`src/rtl/if_id_queue.sv`:
```
// IF/ID boundary: DEPTH-entry circular instruction queue with valid/ready on both sides,
// redirect flush with wrong-path drop, and WFI bubbles. Optional same-cycle bypass: IF_ID_QUEUE_BYPASS_EN.
module if_id_queue #(
   parameter int          XLEN       = 32,
   parameter int          DEPTH      = 4,
   parameter int          FLUSH_DROP = 1,
   parameter logic [31:0] NOP_INSTR  = 32'h0000_0013
) (
   input  logic                       clk,
   input  logic                       rst_n,
   input  logic                       if_valid,
   input  logic [XLEN-1:0]            if_pc,
   input  logic [31:0]                if_instr,
   output logic                       if_ready,
   input  logic                       id_ready,
   output logic                       id_valid,
   output logic [XLEN-1:0]            id_pc,
   output logic [31:0]                id_instr,
   input  logic                       flush,
   input  logic                       interrupt,
   input  logic                       wfi,
   output logic [$clog2(DEPTH+1)-1:0] count
);
   localparam int AW = $clog2(DEPTH);
   localparam int CW = $clog2(DEPTH + 1);
   localparam int DW = (FLUSH_DROP > 0) ? $clog2(FLUSH_DROP + 1) : 1;
   localparam logic [CW-1:0] FULL      = CW'(DEPTH);
   localparam logic [DW-1:0] DROP_LOAD = DW'(FLUSH_DROP);

   logic [XLEN-1:0] r_memPc    [DEPTH];
   logic [31:0]     r_memInstr [DEPTH];
   logic [AW-1:0]   r_wrPtr;
   logic [AW-1:0]   r_rdPtr;
   logic [CW-1:0]   r_count;
   logic [DW-1:0]   r_drop;
   logic [XLEN-1:0] r_holdPc;

   logic w_redirect;
   logic w_dropping;
   logic w_notEmpty;
   logic w_push;
   logic w_pop;
   logic w_write;
   logic w_bypassTake;

   assign w_redirect = flush | interrupt;
   assign w_dropping = (r_drop != '0);
   assign w_notEmpty = (r_count != '0);
   assign if_ready   = (r_count != FULL);
   assign count      = r_count;
   assign w_push     = if_valid & if_ready;
   assign w_pop      = id_ready & w_notEmpty & ~wfi & ~w_redirect;

`ifdef IF_ID_QUEUE_BYPASS_EN
   logic w_bypass;
   assign w_bypass     = ~w_notEmpty & ~w_dropping & if_valid & ~w_redirect & ~wfi;
   assign w_bypassTake = w_bypass & id_ready;
`else
   assign w_bypassTake = 1'b0;
`endif

   // Words arriving during a redirect or inside the drop window are accepted but never stored.
   assign w_write = w_push & ~w_redirect & ~w_dropping & ~w_bypassTake;

   always_comb begin
      id_valid = 1'b0;
      id_pc    = r_holdPc;
      id_instr = NOP_INSTR;
      if (w_redirect) begin
         id_valid = 1'b0;
      end else if (wfi) begin
         id_valid = 1'b1;
      end else if (w_notEmpty) begin
         id_valid = 1'b1;
         id_pc    = r_memPc[r_rdPtr];
         id_instr = r_memInstr[r_rdPtr];
      end
`ifdef IF_ID_QUEUE_BYPASS_EN
      else if (w_bypass) begin
         id_valid = 1'b1;
         id_pc    = if_pc;
         id_instr = if_instr;
      end
`endif
   end

   always_ff @(posedge clk) begin
      if (w_write) begin
         r_memPc[r_wrPtr]    <= if_pc;
         r_memInstr[r_wrPtr] <= if_instr;
      end
   end

   // A redirect empties the queue by snapping the read pointer onto the write pointer.
   always_ff @(posedge clk or negedge rst_n) begin
      if (!rst_n) begin
         r_wrPtr  <= '0;
         r_rdPtr  <= '0;
         r_count  <= '0;
         r_drop   <= '0;
         r_holdPc <= '0;
      end else if (w_redirect) begin
         r_count <= '0;
         r_rdPtr <= r_wrPtr;
         r_drop  <= DROP_LOAD;
      end else begin
         if (w_write) r_wrPtr <= r_wrPtr + AW'(1);
         if (w_pop)   r_rdPtr <= r_rdPtr + AW'(1);
         if (w_push && w_dropping) r_drop <= r_drop - DW'(1);
         case ({w_write, w_pop})
            2'b10:   r_count <= r_count + CW'(1);
            2'b01:   r_count <= r_count - CW'(1);
            default: r_count <= r_count;
         endcase
         if (w_pop)             r_holdPc <= r_memPc[r_rdPtr];
         else if (w_bypassTake) r_holdPc <= if_pc;
      end
   end
endmodule

```
`config.mk`:
```
export PLATFORM = sky130hd
export DESIGN_NAME = if_id_queue
export DESIGN_NICKNAME = d
export VERILOG_FILES = /design/src/rtl/if_id_queue.sv
export SDC_FILE = /design/constraint.sdc
export NUM_CORES = 1
export LEC_CHECK = 0
export CORE_MARGIN = 3
export CORE_UTILIZATION = 50
export CTS_CLUSTER_DIAMETER = 40
export CTS_CLUSTER_SIZE = 10
export DETAILED_ROUTE_END_ITERATION = 12
export GPL_TIMING_DRIVEN = 0
export PLACE_DENSITY = 0.73
export SYNTH_ARGS = -nofsm -noshare
export SYNTH_HDL_FRONTEND = slang
export SYNTH_SLANG_ARGS = --single-unit
export TNS_END_PERCENT = 5
```
`constraint.sdc`:
```
create_clock -name clk -period 6.6 [get_ports clk]
set_input_delay 0.99 -clock clk [delete_from_list [all_inputs] [get_ports clk]]
set_output_delay 0.99 -clock clk [all_outputs]
set_load 0.1 [all_outputs]
```
==> results.yml <==
clock_tree:
  cts.clk_slew.worst_paths_ns: 0.05
  cts-resized-gates: 0
  clkLatencyLatePin_ns: 0.51
  cts.root.buffer_cell: "sky130_fd_sc_hd__clkbuf_16"
  post_cts.repair.setup_buffers: 0
  numClockSinks: 296
  cts_buffer_depth: 3
  cts_hold_buffers: 0
  numCtsBuffers: 40
  cts_max_level: 2
  clock_tree_from_tritoncts: "built"
setup_path:
  r2r_cells: 9
  worstPathArrival_ns: 3.79
  crit_fanout: 10
  critical-path-slowest-cell: "sky130_fd_sc_hd__clkdlybuf4s50_1"
  worstSetupStartpointType: "input pin"
  path_cells: "clkdlybuf4s50_1, nand3b_1, buf_4, clkbuf_1, or2_2, clkdlybuf4s50_1"
  rrSetupSlack_ns: 3.68
  criticalPathCategory: "input pin to output port"
  regToRegEndpoint: "count[2]"
  critPathMaxStageDelay_ns: 1.20
  worst_path_dominant_cell_family: "buffers and inverters"
  critical_path.reg2reg.startpoint: "count[1]"
  critPathCaptureType: "output port"
  cp.buffers_inverters: 4
  cpMostUsedCell: "sky130_fd_sc_hd__clkdlybuf4s50_1"
  worst_ep_required_time_ns: 5.61
floorplan:
  io_pins: 140
  die_h_um: 159
  core_area_um2: 22800
  die_x_um: 159
  initial_core_util: 0.513
  floorplan.die_area_um2: 25300
  row_count: 55
sta:
  timing.final.hold_violations: 0
  skew_ns: 0.00980
  whs_ns: 0.416
  fmax_mhz: 209
  period_needed_ns: 4.78
  timing_worst_slew_pin_value_ns: 1.08
  worst_slew_margin_rel: 0.280
  final.setup.tns_ns: 0
  final_max_slew_viol_count: 0
  report.final.setup_viol: 0
  grt_setup_unrepaired: "no"
  finalCritPeriodShare: 0.725
global_routing:
  grt_start_max_net_pins: 41
  number_of_antenna_violations_at_the_first_check_in_global_routing: 1
  grt_first_pass_wirelength_um: 36900
  globalRouteTotalUtil: 0.186
  gr-total-overflow: 0
  first_global_vias: 6537
routing:
  route.detailed.vias_per_inst: 5.44
  wirelength_um: 23000
  routedWlPerCell_um: 21.6
  drt-initial-drc-count: 354
  drt_pre_antenna_iters: 7
  antenna_left: 0
  drcViolationCount: 0
  vias: 5783
logic_synthesis:
  ys_async_sr_fraction: 0.135
  synth.top_cells.by_area: "sky130_fd_sc_hd__edfxtp_1 66%, sky130_fd_sc_hd__mux4_2 12%, sky130_fd_sc_hd__dfrtp_1 8.5%"
  syn_area_per_cell_um2: 21.8
  number_of_warnings_printed_during_yosys_synthesis: 0
  netlist_instances: 537
  dominantRegCellSynth: "sky130_fd_sc_hd__edfxtp_1"
  synth-seq-area-share: 0.742
  synth_top_area_cell: "sky130_fd_sc_hd__edfxtp_1"
  synth_enable_flop_cells: 256
  synth-seq-cells: 296
  synth.lib_cells_used.distinct: 39
  post_syn_area_um2: 11700
  postSynthNetCount: 613
  top_cell_type_s_share_of_synthesized_area: 0.656
layout:
  n_diodes: 0
  area_growth_syn_to_layout_pct: 26.9
  share_of_cells_above_drive_strength_1: 0.283
  mostFrequentLayoutCells: "256 x sky130_fd_sc_hd__edfxtp_1, 138 x sky130_fd_sc_hd__clkdlybuf4s50_1, 64 x sky130_fd_sc_hd__mux4_2, 41 x sky130_fd_sc_hd__clkbuf_16, 40 x sky130_fd_sc_hd__dfrtp_1"
  fin_cells: 1063
  num-nets-final: 799
  layout_commonest_cell: "sky130_fd_sc_hd__edfxtp_1"
placed_design:
  dp_cells: 994
  hpwlAfterDp_um: 13900
  place.port_buffers: 139
  routabilityCongestion: 0.791
job:
  number_of_max_cap_violations: 0
pwr:
  p_leak_nw: 5.12
  powerDensity_nw_per_um2: 333
  vdd.ir_drop.worst_v: 0.000210
  total_power_mw: 4.96
hold_path:
  hold_path.class: "input pin to async pin"
status:
  outcome: "complete, no violations"
## logic make-up (layout without fill, tap and decap cells)
| group | after synthesis | count (layout) | synth area share |
|---|---|---|---|
| adder cells (fa/ha/maj) | 5 | 5 | 0.00598 |
| multiplexers | 129 | 129 | 0.195 |
| XOR/XNOR | 3 | 3 | 0.00224 |
| buffers and inverters | 30 | 243 | 0.0173 |
| AND/OR/NAND/NOR | 64 | 64 | 0.0321 |
| flip-flops | 296 | 296 | 0.742 |
| AO/OA/AOI/OAI | 10 | 10 | 0.00609 |
## cell type report
cell class,count,area [um2]
multi-input cells,211,2840
fillers,1571,7970
flip-flops and latches,296,8690
plain buffers,27,191
well taps,313,392
clock inverters,13,144
inverters,3,11.3
clock buffers,56,1100
repair buffers,144,1510
## report_power, final
part | leakage, nW | total, mW | switching (mW) | internal, mW
Sequential | 2.84 | 2.10 | 0.0206 | 2.07
Combinational | 1.68 | 0.862 | 0.437 | 0.424
Clock | 0.598 | 2.00 | 0.727 | 1.27
Total | 5.12 | 4.96 | 1.19 | 3.77
## per-layer routing
| layer | vias to the layer above | routed length, um | GRT usage |
|---|---|---|---|
| li1 | 2546 | - | - |
| met1 | 3006 | 9530 | 0.239 |
| met2 | 177 | 11300 | 0.308 |
| met3 | 52 | 1530 | 0.0562 |
| met4 | 2 | 574 | 0.0609 |
| met5 | - | 13 | 0 |
## synth_stat cells, types with 3 or more instances
| cell | instances |
|---|---|
| sky130_fd_sc_hd__buf_12 | 3 |
| sky130_fd_sc_hd__edfxtp_1 | 256 |
| sky130_fd_sc_hd__mux2_4 | 29 |
| sky130_fd_sc_hd__buf_2 | 6 |
| sky130_fd_sc_hd__buf_4 | 5 |
| sky130_fd_sc_hd__clkbuf_1 | 9 |
| sky130_fd_sc_hd__nor2_1 | 5 |
| sky130_fd_sc_hd__ha_1 | 4 |
| sky130_fd_sc_hd__inv_1 | 3 |
| sky130_fd_sc_hd__dfrtp_1 | 40 |
| sky130_fd_sc_hd__and2_1 | 4 |
| sky130_fd_sc_hd__nand2_1 | 7 |
| sky130_fd_sc_hd__nor2b_1 | 32 |
| sky130_fd_sc_hd__mux2_2 | 35 |
| sky130_fd_sc_hd__or2_2 | 3 |
| sky130_fd_sc_hd__mux4_2 | 64 |
## metrics by stage
step / utilization / area, um2 / setup WS, ns
after floorplan: - / 11700 / 2.26
after global placement: 0.591 / 13500 / 1.20
after detailed placement: 0.596 / 13600 / 1.84
after CTS: 0.651 / 14900 / 1.83
after global routing: 0.651 / 14900 / 1.70
final: 0.651 / 14900 / 1.82
## registers in the layout (all words and copies together), names as in the netlist
register and flops:
r_drop 1, r_memPc 128, count 3, r_wrPtr 2, r_holdPc 32, r_memInstr 128
r_rdPtr 2
## worst max path at each step
| stage | start | endpoint | slack (ns) | cells past startpoint |
|---|---|---|---|---|
| floorplan | count[0] | r_memInstr[0][0] | 2.26 | 5 |
| global placement | if_valid | r_memInstr[2][5] | 1.20 | 5 |
| detailed placement | wfi | id_instr[1] | 1.84 | 6 |
| CTS | wfi | id_instr[1] | 1.83 | 6 |
| global route | flush | id_instr[1] | 1.70 | 7 |
| finish | wfi | id_instr[1] | 1.82 | 6 |
No activity file was read; power rests on OpenSTA's default activity.
